`src/rtl/xu_alu_cr_trap_wb_pkg.sv`:
```
// Shared definitions for the ALU CR/trap writeback stage: trap handshake
// state encoding, CR field bit positions and default widths.
// CR bit positions use big-endian numbering, so LT (bit 0) is the MSB of the
// 4-bit field and SO (bit 3) is the LSB, giving {lt,gt,eq,so}.
package xu_alu_cr_trap_wb_pkg;

    typedef enum logic [1:0] {
        ST_IDLE  = 2'b00,
        ST_REQ   = 2'b01,
        ST_DRAIN = 2'b10
    } trap_st_t;

    localparam int CR_LT  = 0;
    localparam int CR_GT  = 1;
    localparam int CR_EQ  = 2;
    localparam int CR_SO  = 3;
    localparam int CR_MSB = 3;

    localparam int CR_FLD_W_DEF = 3;
    localparam int TRAP_CNT_W   = 16;

    // Pack compare result {lt,gt,eq} and XER[SO] into a CR field.
    function automatic logic [3:0] cr_field(input logic [2:0] alu_cr, input logic so);
        logic [3:0] f;
        f = '0;
        f[CR_MSB - CR_LT] = alu_cr[2];
        f[CR_MSB - CR_GT] = alu_cr[1];
        f[CR_MSB - CR_EQ] = alu_cr[0];
        f[CR_MSB - CR_SO] = so;
        return f;
    endfunction

endpackage

```
`src/rtl/xu_alu_cr_trap_wb_trap_fsm.sv`:
```
// Single-thread trap request/acknowledge handshake (xu_trap_hs_fsm).
// State | meaning
//   IDLE  | no trap outstanding
//   REQ   | request held to the exception unit, issue held
//   DRAIN | ack seen; issue held one more cycle before returning to IDLE
// A trap entry that arrives while REQ or DRAIN is dropped and latches the
// sticky overflow flag. Optional macro XU_TRAP_CNT_EN adds a saturating
// count of IDLE->REQ transitions.
module xu_trap_hs_fsm
    import xu_alu_cr_trap_wb_pkg::*;
(
    input  logic nclk,
    input  logic rst_b,
    input  logic entry,
    input  logic ack,
    output logic req,
    output logic hold,
    output logic ovf
`ifdef XU_TRAP_CNT_EN
    ,
    output logic [TRAP_CNT_W-1:0] cnt
`endif
);

    trap_st_t state;

    // Handshake state with registered req/hold; ack only matters in REQ.
    always_ff @(posedge nclk or negedge rst_b) begin
        if (!rst_b) begin
            state <= ST_IDLE;
            req   <= 1'b0;
            hold  <= 1'b0;
            ovf   <= 1'b0;
        end else begin
            case (state)
                ST_IDLE: begin
                    if (entry) begin
                        state <= ST_REQ;
                        req   <= 1'b1;
                        hold  <= 1'b1;
                    end
                end
                ST_REQ: begin
                    if (entry) begin
                        ovf <= 1'b1;
                    end
                    if (ack) begin
                        state <= ST_DRAIN;
                        req   <= 1'b0;
                    end
                end
                ST_DRAIN: begin
                    if (entry) begin
                        ovf <= 1'b1;
                    end
                    state <= ST_IDLE;
                    hold  <= 1'b0;
                end
                default: begin
                    state <= ST_IDLE;
                    req   <= 1'b0;
                    hold  <= 1'b0;
                end
            endcase
        end
    end

`ifdef XU_TRAP_CNT_EN
    // Count accepted traps, sticking at all-ones.
    always_ff @(posedge nclk or negedge rst_b) begin
        if (!rst_b) begin
            cnt <= '0;
        end else if ((state == ST_IDLE) && entry && (cnt != {TRAP_CNT_W{1'b1}})) begin
            cnt <= cnt + 1'b1;
        end
    end
`endif

endmodule

```
`src/rtl/xu_alu_cr_trap_wb.sv`:
```
// ALU CR/trap writeback stage: carries the ex3 compare result and trap flag
// through ex4/ex5, drives the ex5 CR write port and ex4 CR bypass, and runs
// one trap handshake FSM per thread.
// Optional macro XU_TRAP_CNT_EN adds xu_trap_cnt (16-bit per-thread counts,
// thread t at bits [16*t +: 16]).
module xu_alu_cr_trap_wb
    import xu_alu_cr_trap_wb_pkg::*;
#(
    parameter int THREADS  = 2,
    parameter int CR_FLD_W = CR_FLD_W_DEF
) (
    input  logic                nclk,
    input  logic                rst_b,
    input  logic [THREADS-1:0]  ex3_val,
    input  logic [THREADS-1:0]  ex3_flush,
    input  logic [THREADS-1:0]  ex4_flush,
    input  logic [2:0]          ex3_alu_cr,
    input  logic                ex3_trap_val,
    input  logic                ex3_cr_we,
    input  logic [CR_FLD_W-1:0] ex3_cr_fld,
    input  logic                ex3_xer_so,
    output logic [THREADS-1:0]  ex5_cr_we,
    output logic [CR_FLD_W-1:0] ex5_cr_fld,
    output logic [3:0]          ex5_cr_dat,
    output logic                ex4_cr_byp_val,
    output logic [CR_FLD_W-1:0] ex4_cr_byp_fld,
    output logic [3:0]          ex4_cr_byp_dat,
    output logic [THREADS-1:0]  xu_exc_trap_req,
    input  logic [THREADS-1:0]  exc_xu_trap_ack,
    output logic [THREADS-1:0]  xu_iu_trap_hold,
    output logic [THREADS-1:0]  xu_trap_ovf
`ifdef XU_TRAP_CNT_EN
    ,
    output logic [0:TRAP_CNT_W*THREADS-1] xu_trap_cnt
`endif
);

    logic [THREADS-1:0]  valid4;
    logic                cr_we4;
    logic [CR_FLD_W-1:0] cr_fld4;
    logic [3:0]          cr_dat4;
    logic                trap4;

    logic [THREADS-1:0]  valid5;
    logic                cr_we5;
    logic [CR_FLD_W-1:0] cr_fld5;
    logic [3:0]          cr_dat5;
    logic                trap5;

    logic [THREADS-1:0]  trap_entry;

    // ex4 latches: valid tracks ex3 every cycle, payload moves only on a real op.
    always_ff @(posedge nclk or negedge rst_b) begin
        if (!rst_b) begin
            valid4  <= '0;
            cr_we4  <= 1'b0;
            cr_fld4 <= '0;
            cr_dat4 <= '0;
            trap4   <= 1'b0;
        end else begin
            valid4 <= ex3_val & ~ex3_flush;
            if (|ex3_val) begin
                cr_we4  <= ex3_cr_we;
                cr_fld4 <= ex3_cr_fld;
                cr_dat4 <= cr_field(ex3_alu_cr, ex3_xer_so);
                trap4   <= ex3_trap_val;
            end
        end
    end

    // ex5 latches: last flush point is ex4; payload follows ex4 unconditionally.
    always_ff @(posedge nclk or negedge rst_b) begin
        if (!rst_b) begin
            valid5  <= '0;
            cr_we5  <= 1'b0;
            cr_fld5 <= '0;
            cr_dat5 <= '0;
            trap5   <= 1'b0;
        end else begin
            valid5  <= valid4 & ~ex4_flush;
            cr_we5  <= cr_we4;
            cr_fld5 <= cr_fld4;
            cr_dat5 <= cr_dat4;
            trap5   <= trap4;
        end
    end

    // CR write port, bypass and trap entry are simple decodes of the latches.
    // Trap ops arrive with cr_we=0 from decode, so the CR write is not gated by trap.
    always_comb begin
        ex5_cr_we      = valid5 & {THREADS{cr_we5}};
        ex5_cr_fld     = cr_fld5;
        ex5_cr_dat     = cr_dat5;
        ex4_cr_byp_val = (|(valid4 & ~ex4_flush)) & cr_we4;
        ex4_cr_byp_fld = cr_fld4;
        ex4_cr_byp_dat = cr_dat4;
        trap_entry     = valid5 & {THREADS{trap5}};
    end

    for (genvar t = 0; t < THREADS; t++) begin : g_thr
        xu_trap_hs_fsm u_trap_fsm (
            .nclk  (nclk),
            .rst_b (rst_b),
            .entry (trap_entry[t]),
            .ack   (exc_xu_trap_ack[t]),
            .req   (xu_exc_trap_req[t]),
            .hold  (xu_iu_trap_hold[t]),
            .ovf   (xu_trap_ovf[t])
`ifdef XU_TRAP_CNT_EN
            ,
            .cnt   (xu_trap_cnt[TRAP_CNT_W*t +: TRAP_CNT_W])
`endif
        );
    end

endmodule

```
`config.mk`:
```
export PLATFORM = sky130hd
export DESIGN_NAME = xu_alu_cr_trap_wb
export DESIGN_NICKNAME = d
export VERILOG_FILES = /design/src/rtl/xu_alu_cr_trap_wb_pkg.sv /design/src/rtl/xu_alu_cr_trap_wb_trap_fsm.sv /design/src/rtl/xu_alu_cr_trap_wb.sv
export SDC_FILE = /design/constraint.sdc
export NUM_CORES = 1
export LEC_CHECK = 0
export BUFFER_PORTS_ARGS = -buffer_cell sky130_fd_sc_hd__buf_2
export CAP_MARGIN = 20
export CORE_MARGIN = 2
export CORE_UTILIZATION = 49
export DETAILED_ROUTE_END_ITERATION = 16
export GPL_TIMING_DRIVEN = 0
export PLACE_DENSITY = 0.76
export RECOVER_POWER = 25
export SYNTH_ARGS = -nofsm -noshare
export SYNTH_HDL_FRONTEND = slang
export SYNTH_SLANG_ARGS = --single-unit
```
`constraint.sdc`:
```
create_clock -name nclk -period 1.85 [get_ports nclk]
set_input_delay 0.185 -clock nclk [delete_from_list [all_inputs] [get_ports nclk]]
set_output_delay 0.185 -clock nclk [all_outputs]
set_load 0.1 [all_outputs]
```
# After elaboration in Yosys (flattened, before gate mapping)
# Index checks and enable logic that the tools add are counted.
[op_classes] eq_ne=8 muxes=14 n_reduce_logical=14 n_bitwise=11
[op_table] op="AND reduction 2 bit" count=6
[op_table] op="bitwise AND 2 bit" count=4
[op_table] op="two-way mux 2 bit" count=4
[op_table] op="!= test 2 bit (second input constant)" count=4
[op_table] op="case mux 2 bit (2 select lines)" count=2
[op_table] op="OR reduction 2 bit" count=4
[op_table] op="case mux 1 bit (3 select lines)" count=2
[op_table] op="AND reduction 3 bit" count=2
[op_table] op="equality test 2 x 1 -> 1 bit (second input constant)" count=2
[op_table] op="equality test 2 bit (second input constant)" count=2
[op_table] op="logical NOT 2 bit" count=2
[op_table] op="two-way mux 1 bit" count=4
[op_table] op="inverter 1 bit" count=4
[op_table] op="inverter 2 bit" count=2
[op_table] op="case mux 1 bit (2 select lines)" count=2
[op_table] op="bitwise AND 1 bit" count=1
[totals] word_cells=65 out_inout_bits=23 in_bits=19 register_bits=32

# Longest topological paths before layout
# Gate-level depths: netlist of run 1.
[depth] word_depth=4 ltp_mapped=5 ltp_nobuf=5

# Hierarchy
# Synthesis of run 1 repeated with hierarchy kept, for this count alone.
[hier_totals] hier_cells=85 hier_area_um2=1266.2
[modules_own_cells] module="xu_alu_cr_trap_wb" n_inst=1 seq_area_each_um2=550.5 area_per_inst_um2=720.7 cells_each=41
[modules_own_cells] module="xu_trap_hs_fsm" n_inst=2 seq_area_each_um2=125.1 area_per_inst_um2=272.8 cells_each=22

# Least setup slack after synthesis of run 1
# Ideal clock, no wire load.
[synth_timing] path_kind="flip-flop to output port" start="register valid4[1]" end="output ex4_cr_byp_val" t_required_ns=1.665 path_stages_with_launch=3 setup_slack_ns=0.478 t_arrival_ns=1.187 path_buffers=0 path_cell_list="dfrtp_1 -> nor2b_1 -> o21a_1"
[synth_between] elab_chain_cells=3
[synth_lines] item="start: declaration" line_no="xu_alu_cr_trap_wb.sv:38" text="logic [THREADS-1:0] valid4;"
[synth_lines] item="start signal: assignment" line_no="xu_alu_cr_trap_wb.sv:61" text="valid4 <= ex3_val & ~ex3_flush;"
[synth_lines] item="bitwise AND 2 bit" line_no="xu_alu_cr_trap_wb.sv:94" text="ex4_cr_byp_val = (|(valid4 & ~ex4_flush)) & cr_we4;"
[synth_lines] item="OR reduction 2 bit" line_no="xu_alu_cr_trap_wb.sv:94"
[synth_lines] item="bitwise AND 1 bit" line_no="xu_alu_cr_trap_wb.sv:94"
[synth_lines] item="end: declaration" line_no="xu_alu_cr_trap_wb.sv:25" text="output logic ex4_cr_byp_val,"
# No other way between the ends.

# Final worst setup path of run 1
[layout_timing] start="input ex4_flush[1]" end="output ex4_cr_byp_val"
[layout_between] elab_chain_cells=4
[layout_lines] item="start: declaration" line_no="xu_alu_cr_trap_wb.sv:16" text="input logic [THREADS-1:0] ex4_flush,"
[layout_lines] item="inverter 2 bit" line_no="xu_alu_cr_trap_wb.sv:94"
[layout_lines] item="bitwise AND 2 bit" line_no="xu_alu_cr_trap_wb.sv:94"
[layout_lines] item="OR reduction 2 bit" line_no="xu_alu_cr_trap_wb.sv:94"
[layout_lines] item="bitwise AND 1 bit" line_no="xu_alu_cr_trap_wb.sv:94"
# No other way between the ends.

==> results of run 1 <==
cell type report:
class	instances	share of cell area, %
sequential	32	48.6
multi-input combinational	47	26.1
timing repair buffer	46	15.5
clock buffer	7	3.34
buffer	6	2.74
tap	30	2.28
inverter	4	0.912
clock inverter	1	0.456
logic make-up (layout without fill, tap and decap cells):
| logic type | count (synthesis) | in the layout | share of synthesized area (%) |
|---|---|---|---|
| AOI/OAI and AO/OA | 13 | 13 | 8.33 |
| adders and majority gates | 8 | 8 | 7.75 |
| buffers and inverters | 10 | 64 | 4.65 |
| DFF | 32 | 32 | 62.0 |
| muxes | 11 | 11 | 10.2 |
| and+or+nand+nor | 15 | 15 | 7.07 |
registers in the layout (all words and copies together), names as in the netlist:
name,count
ex4_cr_byp_fld,3
trap4,1
ex5_cr_fld,3
valid5,2
cr_we4,1
g_thr.u_trap_fsm.req,2
ex4_cr_byp_dat,4
g_thr.u_trap_fsm.state,4
ex5_cr_dat,4
g_thr.u_trap_fsm.hold,2
cr_we5,1
valid4,2
trap5,1
g_thr.u_trap_fsm.ovf,2
worst max-delay path: stages:
cell and delay, ns:
dlygate4sd3_1 0.52, buf_2 0.12, nor2b_1 0.14, o21a_1 0.13, buf_2 0.41
how the worst min path moves through the flow:
stage                          endpoint  slack (ns)
6_report              ex4_cr_byp_fld[2]        0.08
5_1_grt               ex4_cr_byp_fld[0]        0.05
4_1_cts               ex4_cr_byp_dat[3]        0.07
3_5_place_dp   g_thr[0].u_trap_fsm.hold        0.26
3_3_place_gp              ex5_cr_dat[1]        0.26
2_1_floorplan                    cr_we4       -0.11
layout by cell type (no fill, tap or decap):
master,netlist,routed
buf_2,0,41
dfrtp_1,32,32
mux2_2,9,9
ha_1,8,8
buf_4,6,6
clkbuf_4,0,5
dlygate4sd3_1,0,5
inv_1,4,4
nor2b_1,4,4
o21a_1,3,3
and2_1,2,2
and2b_2,2,2
nand2_1,2,2
o21ai_0,2,2
nor2_1,2,2
a21oi_2,2,2
mux2_4,2,2
nor3_1,2,2
a31o_2,2,2
nor2_4,1,1
o22a_2,1,1
o32a_2,1,1
o22a_1,1,1
o32a_1,1,1
clkbuf_1,0,1
clkbuf_8,0,1
clkinvlp_4,0,1
metal layers:
metal  track usage [%]  part of all wire, %  up-vias
met5                 0                    0        -
met4              5.23                  1.0        0
met3              8.67                  8.1        3
met2              21.8                   46       33
met1              16.5                   45      374
li1                  -                    -      401
metrics by stage:
stage / power, uW / instances / util (%) / instance area [sq um] / worst slack, ns
global placement: 2140 / 160 / 61.9 / 1530 / 0.433
floorplan: 1980 / 89 / - / 1290 / 0.478
finish: 2560 / 173 / 66.5 / 1650 / 0.153
CTS: 2590 / 173 / 66.5 / 1650 / 0.145
global route: 2700 / 173 / 66.5 / 1650 / 0.0827
detailed placement: 2170 / 160 / 61.9 / 1530 / 0.417
power groups by stage:
stage	sequential [uW]	clock [uW]	combinational [uW]
6_report	905	404	1250
5_1_grt	923	469	1310
4_1_cts	907	429	1260
3_5_place_dp	921	0	1250
3_3_place_gp	915	0	1230
2_1_floorplan	1100	0	886
==> results.py, run 1 <==
metrics = {
    "timing": {
        "fmax_mhz": 589,
        "whs_ns": 0.0846,
        "worstMarginPinSlew_ns": 0.670,
        "period_share_pct": 91.8,
        "setup-violations-final": 0,
        "slew_viol_final": 0,
        "maxSlewHeadroom_pct": 55.4,
        "rsz0062_at_grt": "no",
        "finalClockSkew_ns": 0.00623,
        "fin_crit_ns": 1.70,
        "hold_viol": 0,
        "tns_ns": 0,
    },
    "status": {
        "status": "finished clean",
    },
    "pwr": {
        "switching_power_uw": 1200,
        "leakagePower_uw": 0.000833,
        "cellPowerDensity_nw_per_um2": 1550,
        "pwr-share-seq_pct": 35.4,
        "ir_worst_vdd_uv": 976,
        "p_int_uw": 1360,
        "p_sw_share_pct": 46.7,
        "clkPwrFrac_pct": 15.8,
        "p_comb_share_pct": 48.8,
    },
    "global_route": {
        "grt_pass1_vias": 798,
        "grt_max_degree": 33,
        "overflow": 0,
        "antenna_found_initial": 0,
        "grt.total_usage_pct": 14.3,
        "grt_pass1_wl_um": 3310,
    },
    "yosys": {
        "syn-num-nets": 116,
        "yosys_warnings": 0,
        "synth_edf_count": 0,
        "synthCells": 89,
        "yosysTopAreaCell": "dfrtp_1",
        "synth_ff_type": "dfrtp_1",
        "syn-cell-area_sq_um": 1290,
        "synth-seq-area-share_pct": 62.0,
        "ys_types": 21,
        "ys_top_cells_by_area": "dfrtp_1 62%, mux2_2 7.8%, ha_1 7.8%",
        "ys_seq_elements": 32,
        "yosysMostFrequentCell": "dfrtp_1",
        "synthArstFlopShare_pct": 100,
        "synthTopCellsByCount": "32 x dfrtp_1, 9 x mux2_2, 8 x ha_1",
        "avgSynthCellArea_sq_um": 14.5,
        "netlist.area_leader.share_pct": 62.0,
    },
    "placed_design": {
        "port_buffers": 41,
        "gp_congestion": 0.750,
        "hpwl_um": 1460,
    },
    "clocking": {
        "clock_latency_ns": 0.32,
        "path_clk_slew_ns": 0.09,
        "clock-sinks": 32,
        "cts_tree": "yes",
        "ctsResizeCount": 0,
        "clockBufferDepth": 2,
        "holdBufCountCts": 5,
        "numCtsBuffers": 5,
        "clockRootBuffer": "clkbuf_4",
        "htreeDepth": 2,
        "postCtsSetupBuffers": 0,
    },
    "worst_setup_path": {
        "crit_required_ns": 1.66,
        "worstSetupStartpoint": "ex4_flush[1]",
        "cp.arrival_ns": 1.51,
        "r2r_cells": 5,
        "endpoint": "ex4_cr_byp_val",
        "criticalPathCategory": "primary input to output port",
        "ff2ff_setup_slack_ns": 0.40,
        "reg2reg_to": "g_thr[1].u_trap_fsm.state[1]",
        "critPathLaunchType": "primary input",
        "r2r-start": "g_thr[1].u_trap_fsm.state[1]",
        "cp_max_fo": 2,
        "end_kind": "output port",
    },
    "detailed_routing": {
        "wl_per_cell_um": 11.5,
        "drt-initial-drc-count": 7,
        "drt_pre_antenna_iters": 4,
        "vias": 811,
        "drc_errors": 0,
        "vias_per_cell": 4.69,
        "wl_um": 1980,
        "final_antenna_net_count": 0,
    },
    "finish": {
        "diodes": 0,
        "area_growth_pct": 27.5,
        "multiInputGateArea_sq_um": 430,
        "drive_gt1_share_pct": 51.7,
        "nets": 169,
        "nFillCells": 202,
        "ff_latch_area_sq_um": 801,
    },
    "die": {
        "die_x_um": 55.3,
        "die_height_um": 55.3,
        "rows": 18,
        "start_util_pct": 52.1,
        "ios": 42,
        "dieArea_sq_um": 3060,
        "core_sq_um": 2480,
    },
    "flow_run": {
        "maxCapViolations": 0,
    },
    "worst_hold_path": {
        "min-delay-start": "ex3_cr_fld[2]",
        "hold_path_depth": 2,
        "hp-class": "primary input to flip-flop",
    },
}
(Power assumes the default switching activity.)
==> inputs of run 2 (changes only) <==
--- a/config.mk
+++ b/config.mk
@@ -11,7 +11,7 @@
 export CORE_UTILIZATION = 49
 export DETAILED_ROUTE_END_ITERATION = 16
 export GPL_TIMING_DRIVEN = 0
-export PLACE_DENSITY = 0.76
+export PLACE_DENSITY = 0.78
 export RECOVER_POWER = 25
 export SYNTH_ARGS = -nofsm -noshare
 export SYNTH_HDL_FRONTEND = slang
==> results.py, run 2 (synthesis results as in run 1) <==
metrics = {
    "timing": {
        "layout_setup_ws_ns": 0.317,
        "whs_ns": 0.0151,
        "fmax_mhz": 652,
        "rsz0062_at_grt": "no",
        "period_share_pct": 82.9,
        "maxSlewHeadroom_pct": 55.9,
        "slew_viol_final": 0,
        "setup-violations-final": 0,
        "hold_viol": 0,
        "worstMarginPinSlew_ns": 0.661,
        "fin_crit_ns": 1.53,
        "tns_ns": 0,
        "finalClockSkew_ns": 0.00848,
    },
    "finish": {
        "nFillCells": 196,
        "fin_area_sq_um": 1650,
        "final_common_cell": "buf_2",
        "diodes": 0,
        "drive_gt1_share_pct": 52.1,
        "area_growth_pct": 27.5,
        "most-common-layout-cells": "39 x buf_2, 32 x dfrtp_1, 9 x mux2_2",
        "nets": 166,
    },
    "global_route": {
        "grt_pass1_wl_um": 3820,
        "grt_max_degree": 33,
        "grt_pass1_vias": 898,
        "overflow": 0,
        "antenna_found_initial": 0,
        "grt.total_usage_pct": 15.9,
    },
    "worst_hold_path": {
        "hp-class": "primary input to flip-flop",
        "min_to": "valid5[0]",
        "min-delay-start": "ex4_flush[0]",
        "hold_path_depth": 2,
    },
    "detailed_routing": {
        "wl_um": 2080,
        "wl_per_cell_um": 12.2,
        "drt-initial-drc-count": 6,
        "vias": 800,
        "drc_errors": 0,
        "vias_per_cell": 4.71,
        "drt_pre_antenna_iters": 3,
        "final_antenna_net_count": 0,
    },
    "worst_setup_path": {
        "crit_chain": "nor2b_1 -> o21a_1 -> buf_2",
        "critPathLaunchType": "flip-flop",
        "slowest_delay_ns": 0.42,
        "r2r-start": "g_thr[0].u_trap_fsm.state[1]",
        "crit_required_ns": 1.66,
        "cp.arrival_ns": 1.35,
        "ff2ff_setup_slack_ns": 0.35,
        "cp.buffers_inverters": 1,
        "criticalPathCategory": "flip-flop to output port",
        "end_kind": "output port",
        "cp_max_fo": 2,
        "crit_family": "buffers and inverters",
        "slowest_stage": "buf_2",
        "r2r_cells": 5,
        "reg2reg_to": "g_thr[0].u_trap_fsm.state[1]",
    },
    "flow_run": {
        "maxCapViolations": 0,
    },
    "die": {
        "die_height_um": 55.3,
        "ios": 42,
        "die_x_um": 55.3,
        "dieArea_sq_um": 3060,
        "rows": 18,
        "start_util_pct": 52.1,
        "core_sq_um": 2480,
    },
    "placed_design": {
        "dpl_cell_area_sq_um": 1530,
        "gp_congestion": 0.677,
        "dpl_worst_slack_ns": 0.385,
        "port_buffers": 41,
        "hpwl_um": 1540,
    },
    "clocking": {
        "numCtsBuffers": 5,
        "clock-sinks": 32,
        "clockRootBuffer": "clkbuf_4",
        "htreeDepth": 2,
        "clock_latency_ns": 0.32,
        "cts_tree": "yes",
        "postCtsSetupBuffers": 0,
        "clockBufferDepth": 2,
        "path_clk_slew_ns": 0.10,
    },
    "pwr": {
        "ir_worst_vdd_uv": 1240,
        "p_comb_share_pct": 45.7,
        "switching_power_uw": 1210,
        "pwr-share-seq_pct": 33.1,
        "cellPowerDensity_nw_per_um2": 1670,
        "clkPwrFrac_pct": 21.3,
        "leakagePower_uw": 0.000835,
        "p_int_uw": 1530,
        "p_sw_share_pct": 44.2,
    },
    "status": {
        "status": "finished clean",
    },
}
==> run 2: timing repair <==
item | CTS | global route
resized for setup | 0 | 0
hold endpoints to repair | 33 | 0
hold buffers | 2 | 0
==> run 2: cell type report <==
type                    count  area (sq um)  area share, %
clock inverters             1          30.0           1.82
inverters                   4          15.0          0.912
plain buffers               6          45.0           2.74
repair buffers             43           223           13.5
flip-flops and latches     32           801           48.6
multi-input cells          47           430           26.1
well taps                  30          37.5           2.28
clock buffers               7          65.1           3.95
==> run 2: how the worst max path moves through the flow <==
| stage | start | to | slack, ns | depth (start not counted) |
|---|---|---|---|---|
| finish | valid4[0] | ex4_cr_byp_val | 0.32 | 3 |
| global route | valid4[1] | ex4_cr_byp_val | 0.22 | 3 |
| CTS | valid4[0] | ex4_cr_byp_val | 0.30 | 3 |
| global placement | g_thr[0].u_trap_fsm.state[1] | g_thr[0].u_trap_fsm.state[1] | 0.43 | 5 |
| detailed placement | g_thr[0].u_trap_fsm.state[1] | g_thr[0].u_trap_fsm.state[1] | 0.38 | 5 |
| floorplan | valid4[1] | ex4_cr_byp_val | 0.48 | 2 |
==> run 2: metrics by stage <==
| step | power [uW] | utilization (%) | instances |
|---|---|---|---|
| 6_report | 2750 | 66.5 | 170 |
| 5_1_grt | 2890 | 66.5 | 170 |
| 3_3_place_gp | 2140 | 61.9 | 160 |
| 4_1_cts | 2770 | 66.6 | 170 |
| 2_1_floorplan | 1980 | - | 89 |
| 3_5_place_dp | 2180 | 61.9 | 160 |
==> run 2: power by group through the flow <==
stage / Sequential (uW) / Clock [uW] / Combinational, uW
CTS: 909 / 595 / 1260
global placement: 914 / 0 / 1230
finish: 908 / 584 / 1250
global route: 925 / 633 / 1330
detailed placement: 924 / 0 / 1260
floorplan: 1100 / 0 / 886
==> run 2: metal layers <==
layer / vias to the layer above / wire, um / part of all wire, % / track usage (%)
met3: 2 / 152 / 7.3 / 5.85
met5: - / 0 / 0 / 0
met4: 0 / 12 / 0.58 / 6.27
li1: 400 / - / - / -
met2: 31 / 1020 / 49 / 26.4
met1: 367 / 896 / 43 / 18.9
==> inputs of run 3 (changes only) <==
==> constraint.sdc (replaced) <==
create_clock -name nclk -period 1.6 [get_ports nclk]
set_input_delay 0.16 -clock nclk [delete_from_list [all_inputs] [get_ports nclk]]
set_output_delay 0.16 -clock nclk [all_outputs]
set_load 0.1 [all_outputs]
==> results.py, run 3 (synthesis results as in run 1) <==
metrics = {
    "die": {
        "die_height_um": 55.3,
        "rows": 18,
        "dieArea_sq_um": 3060,
        "start_util_pct": 52.1,
        "ios": 42,
        "die_x_um": 55.3,
        "core_sq_um": 2480,
    },
    "timing": {
        "hold_viol": 0,
        "fin_crit_ns": 1.50,
        "maxSlewHeadroom_pct": 50.1,
        "finalClockSkew_ns": 0.00866,
        "tns_ns": 0,
        "rsz0062_at_grt": "no",
        "fmax_mhz": 666,
        "setup-violations-final": 0,
        "worstMarginPinSlew_ns": 0.748,
        "period_share_pct": 93.8,
        "slew_viol_final": 0,
    },
    "clocking": {
        "path_clk_slew_ns": 0.10,
        "postCtsSetupBuffers": 0,
        "numCtsBuffers": 5,
        "htreeDepth": 2,
        "clock_latency_ns": 0.31,
        "cts_tree": "yes",
        "clockRootBuffer": "clkbuf_4",
        "clockBufferDepth": 2,
        "clock-sinks": 32,
    },
    "global_route": {
        "grt_max_degree": 33,
        "grt_pass1_vias": 916,
        "overflow": 0,
        "antenna_found_initial": 0,
        "grt.total_usage_pct": 16.1,
        "grt_pass1_wl_um": 3890,
    },
    "finish": {
        "diodes": 0,
        "nets": 169,
        "layout.cells.non_filler": 173,
        "nFillCells": 194,
        "final_common_cell": "buf_2",
        "multiInputGateArea_sq_um": 430,
        "most-common-layout-cells": "39 x buf_2, 32 x dfrtp_1, 9 x mux2_2",
        "ff_latch_area_sq_um": 801,
        "area_growth_pct": 30.2,
        "post-route-util_pct": 67.9,
        "drive_gt1_share_pct": 52.4,
    },
    "worst_setup_path": {
        "slowest_stage": "dfrtp_1",
        "slowest_delay_ns": 0.41,
        "crit_family": "flip-flops",
        "cp_max_fo": 5,
        "end_kind": "flip-flop",
        "reg2reg_to": "g_thr[0].u_trap_fsm.state[1]",
        "cp.buffers_inverters": 1,
        "crit_required_ns": 1.81,
        "ff2ff_setup_slack_ns": 0.1,
        "r2r_cells": 5,
        "criticalPathCategory": "flip-flop to flip-flop",
        "critPathLaunchType": "flip-flop",
        "cp.arrival_ns": 1.71,
        "crit_chain": "inv_1 -> ha_1 -> and2b_2 -> a21oi_2 -> mux2_4",
        "r2r-start": "g_thr[0].u_trap_fsm.state[1]",
    },
    "placed_design": {
        "port_buffers": 41,
        "dp.cells": 160,
        "hpwl_um": 1540,
        "gp_congestion": 0.677,
    },
    "worst_hold_path": {
        "min-delay-start": "ex3_cr_fld[1]",
        "hold_path_depth": 2,
        "hp-class": "primary input to flip-flop",
        "min_to": "ex4_cr_byp_fld[1]",
    },
    "detailed_routing": {
        "wl_um": 2170,
        "wl_per_cell_um": 12.5,
        "drt_pre_antenna_iters": 4,
        "vias_per_cell": 4.72,
        "drc_errors": 0,
        "vias": 817,
        "final_antenna_net_count": 0,
        "drt-initial-drc-count": 4,
    },
    "pwr": {
        "ir_worst_vdd_uv": 1430,
        "cellPowerDensity_nw_per_um2": 1890,
        "power_uw": 3190,
        "leakagePower_uw": 0.000857,
    },
    "status": {
        "status": "finished clean",
    },
    "flow_run": {
        "maxCapViolations": 0,
    },
}
## run 3: cell types whose count changed in the layout (fill, tap and decap cells not counted), sizes merged
cell         previous run  this run
dlygate4sd3             2         5
## run 3: how the worst max path moves through the flow
stage / from / depth (start not counted) / to / slack, ns
6_report: g_thr[0].u_trap_fsm.state[1] / 5 / g_thr[0].u_trap_fsm.state[1] / 0.1
2_1_floorplan: g_thr[0].u_trap_fsm.state[1] / 5 / g_thr[0].u_trap_fsm.state[1] / 0.24
4_1_cts: valid4[1] / 3 / ex4_cr_byp_val / 0.09
5_1_grt: g_thr[0].u_trap_fsm.state[1] / 5 / g_thr[0].u_trap_fsm.state[1] / 0.03
3_5_place_dp: g_thr[0].u_trap_fsm.state[1] / 5 / g_thr[0].u_trap_fsm.state[1] / 0.13
3_3_place_gp: g_thr[0].u_trap_fsm.state[1] / 5 / g_thr[0].u_trap_fsm.state[1] / 0.18
## run 3: stage by stage
| step | setup slack (ns) | instance area (sq um) | hold slack (ns) |
|---|---|---|---|
| 2_1_floorplan | 0.240 | 1290 | -0.136 |
| 5_1_grt | 0.0323 | 1680 | 0.0534 |
| 3_5_place_dp | 0.135 | 1530 | 0.240 |
| 6_report | 0.0989 | 1680 | 0.0702 |
| 4_1_cts | 0.0864 | 1680 | 0.0558 |
| 3_3_place_gp | 0.176 | 1530 | 0.232 |
## run 3: layout make-up
| cell class | count | share of cell area, % |
|---|---|---|
| Clock inverter | 1 | 1.79 |
| Multi-Input combinational cell | 47 | 25.6 |
| Inverter | 4 | 0.893 |
| Buffer | 6 | 2.68 |
| Tap cell | 30 | 2.23 |
| Sequential cell | 32 | 47.6 |
| Timing Repair Buffer | 46 | 15.3 |
| Clock buffer | 7 | 3.87 |
## run 3: timing repair
item                                    in CTS  in global routing
gates resized for setup                      0                  1
endpoints found under the setup margin       0                  1
hold endpoints to repair                    36                  0
hold buffers                                 5                  0
## run 3: power by group
group / switching [uW] / internal, uW / total, uW
clock: 264 / 415 / 679
sequential: 90.5 / 959 / 1050
combinational: 1050 / 404 / 1460
## run 3: layer usage
layer | vias to the layer above | global-route usage (%) | wire length (um)
met5 | - | 0 | 0
li1 | 406 | - | -
met2 | 32 | 27.6 | 1090
met1 | 377 | 18.7 | 919
met4 | 0 | 6.27 | 10
met3 | 2 | 5.15 | 151
